## config.mk

```make
export PLATFORM = sky130hd
export DESIGN_NAME = vga_timing_gen
export DESIGN_NICKNAME = d
export VERILOG_FILES = /design/src/rtl/vga_timing_gen.sv
export SDC_FILE = /design/constraint.sdc
export NUM_CORES = 1
export LEC_CHECK = 0
export BUFFER_PORTS_ARGS = -buffer_cell sky130_fd_sc_hd__buf_4
export CORE_MARGIN = 3
export CORE_UTILIZATION = 55
export DETAILED_ROUTE_END_ITERATION = 8
export PLACE_DENSITY = 0.83
export SYNTH_ARGS = -nofsm -noshare
export SYNTH_HDL_FRONTEND = slang
export SYNTH_SLANG_ARGS = --single-unit
```

## constraint.sdc

```tcl
create_clock -name clk -period 4.95 [get_ports clk]
set_input_delay 0.2475 -clock clk [delete_from_list [all_inputs] [get_ports clk]]
set_output_delay 0.2475 -clock clk [all_outputs]
set_load 0.1 [all_outputs]
```

## src/rtl/vga_timing_gen.sv

```systemverilog
// vga_timing_gen
//   Raster timing generator for a 640x480@60 VGA output. Produces the
//   hcount/vcount raster consumed by the scene renderer and takes the
//   renderer's pixel back. It then blanks that pixel outside the active area
//   and aligns it with hsync/vsync so the monitor sees a coherent frame.
//
// Optional feature (macro VGA_TEST_PATTERN_EN):
//   This macro adds the test_sel input. When test_sel is high, rgb_out shows
//   64-px vertical colour bars derived from the delayed hcount instead of
//   pixel_in.
//
// Ports:
//   clk         in   system clock
//   rst_n       in   asynchronous active-low reset
//   test_sel    in   test-pattern select (VGA_TEST_PATTERN_EN only)
//   pixel_in    in   [7:0] renderer pixel, valid PIPE_DELAY clks after counters
//   hcount      out  [9:0] current column 0..H_TOTAL-1
//   vcount      out  [9:0] current line 0..V_TOTAL-1
//   pix_en      out  one-clk pixel strobe every CLK_DIV clks
//   hsync       out  horizontal sync, active level SYNC_POL
//   vsync       out  vertical sync, active level SYNC_POL
//   rgb_out     out  [7:0] blanked pixel to DAC
//   frame_start out  one-clk pulse when the raster wraps to (0,0)
module vga_timing_gen #(
  parameter int unsigned H_ACTIVE   = 640,
  parameter int unsigned H_FP       = 16,
  parameter int unsigned H_SYNC     = 96,
  parameter int unsigned H_BP       = 48,
  parameter int unsigned V_ACTIVE   = 480,
  parameter int unsigned V_FP       = 10,
  parameter int unsigned V_SYNC     = 2,
  parameter int unsigned V_BP       = 33,
  parameter int unsigned CLK_DIV    = 2,
  parameter logic        SYNC_POL   = 1'b0,
  parameter int unsigned PIPE_DELAY = 1
) (
  input  logic       clk,
  input  logic       rst_n,
`ifdef VGA_TEST_PATTERN_EN
  input  logic       test_sel,
`endif
  input  logic [7:0] pixel_in,
  output logic [9:0] hcount,
  output logic [9:0] vcount,
  output logic       pix_en,
  output logic       hsync,
  output logic       vsync,
  output logic [7:0] rgb_out,
  output logic       frame_start
);

  localparam int unsigned H_TOTAL  = H_ACTIVE + H_FP + H_SYNC + H_BP;
  localparam int unsigned V_TOTAL  = V_ACTIVE + V_FP + V_SYNC + V_BP;
  localparam int unsigned HS_START = H_ACTIVE + H_FP;
  localparam int unsigned HS_END   = HS_START + H_SYNC;
  localparam int unsigned VS_START = V_ACTIVE + V_FP;
  localparam int unsigned VS_END   = VS_START + V_SYNC;
  // Keep the prescaler at least one bit wide so CLK_DIV=1 still elaborates.
  localparam int unsigned PW        = (CLK_DIV > 1) ? $clog2(CLK_DIV) : 1;
  localparam logic [PW-1:0] PRE_MAX = PW'(CLK_DIV - 1);
  localparam logic [9:0]    H_MAX   = 10'(H_TOTAL - 1);
  localparam logic [9:0]    V_MAX   = 10'(V_TOTAL - 1);

  logic [PW-1:0] presc_q, presc_d;
  logic          pix_en_q, pix_en_d;
  logic [9:0]    hcount_q, hcount_d;
  logic [9:0]    vcount_q, vcount_d;
  logic          frame_start_q, frame_start_d;
  logic [PIPE_DELAY-1:0] act_q, hs_q, vs_q;
  logic [7:0]    rgb_q, rgb_d;
  logic          hsync_q, hsync_d;
  logic          vsync_q, vsync_d;
  logic [31:0]   hc_ext, vc_ext;
  logic          active, hs_raw, vs_raw;
  logic [7:0]    pix_src;
`ifdef VGA_TEST_PATTERN_EN
  logic [9:0]    hc_pipe_q [PIPE_DELAY];
`endif

  // Prescaler, raster counters and frame pulse
  always_comb begin
    presc_d       = (presc_q == PRE_MAX) ? '0 : presc_q + 1'b1;
    pix_en_d      = (presc_q == PRE_MAX);
    hcount_d      = hcount_q;
    vcount_d      = vcount_q;
    frame_start_d = 1'b0;
    if (pix_en_q) begin
      if (hcount_q == H_MAX) begin
        hcount_d = '0;
        if (vcount_q == V_MAX) begin
          vcount_d      = '0;
          frame_start_d = 1'b1;
        end else begin
          vcount_d = vcount_q + 10'd1;
        end
      end else begin
        hcount_d = hcount_q + 10'd1;
      end
    end
  end

  // Raw region flags from the current counters (zero-extended compares)
  always_comb begin
    hc_ext = {22'd0, hcount_q};
    vc_ext = {22'd0, vcount_q};
    active = (hc_ext < H_ACTIVE) && (vc_ext < V_ACTIVE);
    hs_raw = (hc_ext >= HS_START) && (hc_ext < HS_END);
    vs_raw = (vc_ext >= VS_START) && (vc_ext < VS_END);
  end

  // Output stage: blank and apply sync polarity to the delayed flags
  always_comb begin
`ifdef VGA_TEST_PATTERN_EN
    pix_src = test_sel ? {hc_pipe_q[PIPE_DELAY-1][8:6], hc_pipe_q[PIPE_DELAY-1][8:6],
                          hc_pipe_q[PIPE_DELAY-1][8:7]}
                       : pixel_in;
`else
    pix_src = pixel_in;
`endif
    rgb_d   = act_q[PIPE_DELAY-1] ? pix_src : 8'd0;
    hsync_d = hs_q[PIPE_DELAY-1] ? SYNC_POL : ~SYNC_POL;
    vsync_d = vs_q[PIPE_DELAY-1] ? SYNC_POL : ~SYNC_POL;
  end

  always_ff @(posedge clk or negedge rst_n) begin
    if (!rst_n) begin
      presc_q       <= '0;
      pix_en_q      <= 1'b0;
      hcount_q      <= '0;
      vcount_q      <= '0;
      frame_start_q <= 1'b0;
      act_q         <= '0;
      hs_q          <= '0;
      vs_q          <= '0;
      rgb_q         <= '0;
      hsync_q       <= ~SYNC_POL;
      vsync_q       <= ~SYNC_POL;
`ifdef VGA_TEST_PATTERN_EN
      for (int i = 0; i < PIPE_DELAY; i++) hc_pipe_q[i] <= '0;
`endif
    end else begin
      presc_q       <= presc_d;
      pix_en_q      <= pix_en_d;
      hcount_q      <= hcount_d;
      vcount_q      <= vcount_d;
      frame_start_q <= frame_start_d;
      // Alignment shift register runs every clk so its depth matches the
      // renderer latency in clks, independent of the pixel rate.
      act_q[0] <= active;
      hs_q[0]  <= hs_raw;
      vs_q[0]  <= vs_raw;
      for (int i = 1; i < PIPE_DELAY; i++) begin
        act_q[i] <= act_q[i-1];
        hs_q[i]  <= hs_q[i-1];
        vs_q[i]  <= vs_q[i-1];
      end
`ifdef VGA_TEST_PATTERN_EN
      hc_pipe_q[0] <= hcount_q;
      for (int i = 1; i < PIPE_DELAY; i++) hc_pipe_q[i] <= hc_pipe_q[i-1];
`endif
      rgb_q   <= rgb_d;
      hsync_q <= hsync_d;
      vsync_q <= vsync_d;
    end
  end

  assign hcount      = hcount_q;
  assign vcount      = vcount_q;
  assign pix_en      = pix_en_q;
  assign hsync       = hsync_q;
  assign vsync       = vsync_q;
  assign rgb_out     = rgb_q;
  assign frame_start = frame_start_q;

endmodule
```

==> metrics.md <==
| Metric | Value |
|---|---|
| Synth top area cells | dfrtp_1 54%, and2_1 4.8%, dfstp_2 3.3% |
| Synth Instances | 144 |
| Top Metal Used | met4 |
| Post-CTS Setup Bufs | 0 |
| Crit path kind | flop to flop |
| Worst hold slack | 0.118 ns |
| Register area share after synthesis | 0.572 |
| PortBufs | 41 |
| Met2 routed WL | 1.56 mm |
| Die height | 59.6 um |
| Sw Pwr | 0.132 mW |
| WL met3 | 298 um |
| N_diodes | 0 |
| DIE WIDTH | 59.6 um |
| Critical path origin | hcount[6]$_DFFE_PN0P_ |
| Reg2reg setup slack | 2.79 ns |
| Min Tclk post-route | 2.16 ns |
| Hpwl dp | 2.37 mm |
| Worst Setup End Kind | flop |
| Die area | 3550 sq um |
| Levels on crit path | 4 |
| WP buf/inv | 0 |
| Combinational share of power | 0.089 |
| Avg Cell Area, Syn | 11.0 sq um |
| Post-synthesis async set-or-reset flop share | 1.00 |
| Initial antenna violation count | 0 |
| Total track usage | 0.212 |
| Nets | 203 |
| Final Setup Violations | 0 |
| Slowest CP cell | or4b_4 |
| Drt wl/cell | 15.0 um |
| Cell Area, Synth | 1580 sq um |
| Final hold vios | 0 |
| RD Place Congestion | 0.800 |
| Starting DRT DRC Count | 47 |
| Final Cycle Share | 0.436 |
| # fillers | 188 |
| Peak VDD IR | 0.247 mV |
| Total power | 0.495 mW |
| Root Driver | clkbuf_4 |
| Boundary Pins | 42 |
| Setup TNS Final | 0 ns |
| Final Util | 0.755 |
| Critical Path AT | 2.43 ns |
| Main synth FF type | dfrtp_1 |
| CTS Buffer Depth | 2 |
| Run status | finished, final reports clean |
| DR vias/cell | 5.76 |
| Core area | 2610 sq um |
| Cell family with most CP delay | simple AND/OR/NAND/NOR gates |
| DRT Pass-1 Iters | 4 |
| Seq pwr share | 0.603 |
| Pin count of the biggest net entering global routing | 37 |
| Clock power frac | 0.308 |
| R2r endpoint | vcount[9]$_DFFE_PN0P_ |
| EDFF count, synth | 0 |
| Int Power | 0.363 mW |
| Worst reg2reg path depth | 4 |
| Crit path to | vcount[9]$_DFFE_PN0P_ |
| First-pass GRT wire length | 5.55 mm |
| Commonest cells post-synth | 34 x dfrtp_1, 12 x and2_1, 11 x nand2_1, 9 x inv_1, 8 x o21ai_0 |
| Post-synthesis register bit count | 36 |
| Yosys top cell by area | dfrtp_1 |
| Std-Cell Rows | 18 |
| Metal-1 WL | 1.35 mm |
| CTS clk-pin slew, worst paths | 0.11 ns |
| Worst Max-Slew Pin Slew | 0.614 ns |
| Slowest stage delay, CP | 0.59 ns |
| CTS buffer count | 5 |
| YS warnings | 0 |
| Reg2Reg Launch Point | hcount[6]$_DFFE_PN0P_ |
| Type of the tightest min-delay check | input port to flop |
| Layout cell share with drive strength beyond 1 | 0.289 |
| Via count | 1268 |
| Synth top area share | 0.539 |
| Worst-path cell chain | or4b_4, or4_4, or3_1, a21oi_1 |
| Final Skew | 0.00565 ns |
| Sw Share | 0.267 |
| Hold Path Stages | 2 |
| CTS tree | done |
| DRC viols | 0 |
| Startpoint types | flop |
| Final Max Slew Viols | 0 |
| CP Data Required Time | 5.23 ns |
| Fmax | 464 MHz |
| Clock latency on the worst-skew pair | 0.34 ns |
| Starting density of the core | 0.604 |
| CP Max Fanout | 7 |
| Clock tree sinks | 36 |
| Leakage | 0.937 nW |
| Max-Cap Viols | 0 |
| Number of global-route vias before repair | 1235 |
| Syn Nets | 158 |
| RSZ-0062 raised after global routing | no |
| DRT Wirelength | 3.29 mm |
| GR Overflow Total | 0 |
| Synth cell types | 37 |
| H-tree levels | 2 |
| Area growth syn-to-layout | 24.9% |
| Relative slew slack | 0.588 |
| Final ANT Viol Nets | 0 |
| Pwr Density | 251 nW/um^2 |
| Count leader, synth | dfrtp_1 |
==> flip-flops by register name (all words and copies together) (netlist names) <==
name,count
frame_start,1
vs_q,1
pix_en_d,1
rgb_out,8
vsync,1
vcount,10
hcount,10
hsync,1
pix_en,1
hs_q,1
act_q,1
==> repair_timing <==
action,CTS,global route
setup endpoints to repair,0,0
hold buffers,1,0
gates resized for setup,0,0
hold endpoints to repair,34,0
==> cell families (layout without fill, tap and decap cells) <==
logic type / after synthesis / in the layout / synth area share
fa+ha+maj: 4 / 4 / 0.0317
flops: 36 / 36 / 0.572
simple gates: 62 / 62 / 0.232
compound gates: 20 / 20 / 0.0808
xor+xnor: 9 / 9 / 0.0499
buf+inv: 13 / 59 / 0.0333
==> through the flow <==
step / area [sq um] / instances / setup WS (ns)
floorplan: 1580 / 144 / 2.23
global placement: 1910 / 211 / 2.87
detailed placement: 1910 / 211 / 2.81
CTS: 1970 / 220 / 2.80
global route: 1970 / 220 / 2.60
finish: 1970 / 220 / 2.79
==> cell usage in the layout (no fill, tap or decap), types with 3 or more instances in the layout <==
cell type and n:
buf_4 41, xnor2_1 5, or3_1 3, nand4_1 6, clkbuf_4 5, nor2_1 5, inv_1 9, and2_1 12
nand2_1 11, ha_1 4, xor2_1 4, nand3_1 7, o21ai_0 8, nor3_1 4, dfrtp_1 34
==> power groups by stage <==
stage	registers (mW)	clock network (mW)	logic, mW
detailed placement	0.304	0	0.0442
finish	0.298	0.153	0.0441
global route	0.299	0.173	0.0466
global placement	0.304	0	0.0437
floorplan	0.329	0	0.00220
CTS	0.298	0.161	0.0449
==> worst min path at each step <==
stage,start,to
floorplan,rst_n,act_q$_DFF_PN0_
global placement,rst_n,rgb_out[6]$_DFF_PN0_
detailed placement,rst_n,rgb_out[6]$_DFF_PN0_
CTS,pixel_in[0],rgb_out[0]$_DFF_PN0_
global route,pixel_in[3],rgb_out[3]$_DFF_PN0_
finish,pixel_in[4],rgb_out[4]$_DFF_PN0_
==> cell type report <==
class | count | area, sq um | area share
sequential | 36 | 903 | 0.458
multi-input combinational | 95 | 623 | 0.316
tap | 30 | 37.5 | 0.0190
clock buffer | 5 | 37.5 | 0.0190
inverter | 9 | 33.8 | 0.0171
clock inverter | 3 | 18.8 | 0.00952
timing repair buffer | 42 | 318 | 0.161
==> routing by layer <==
layer  global-route usage  vias up
met1                0.260      607
met5                    0        -
met2                0.339       57
met3               0.0719       13
met4               0.0981        0
li1                     -      591
Power figures use the tool's default switching activity.
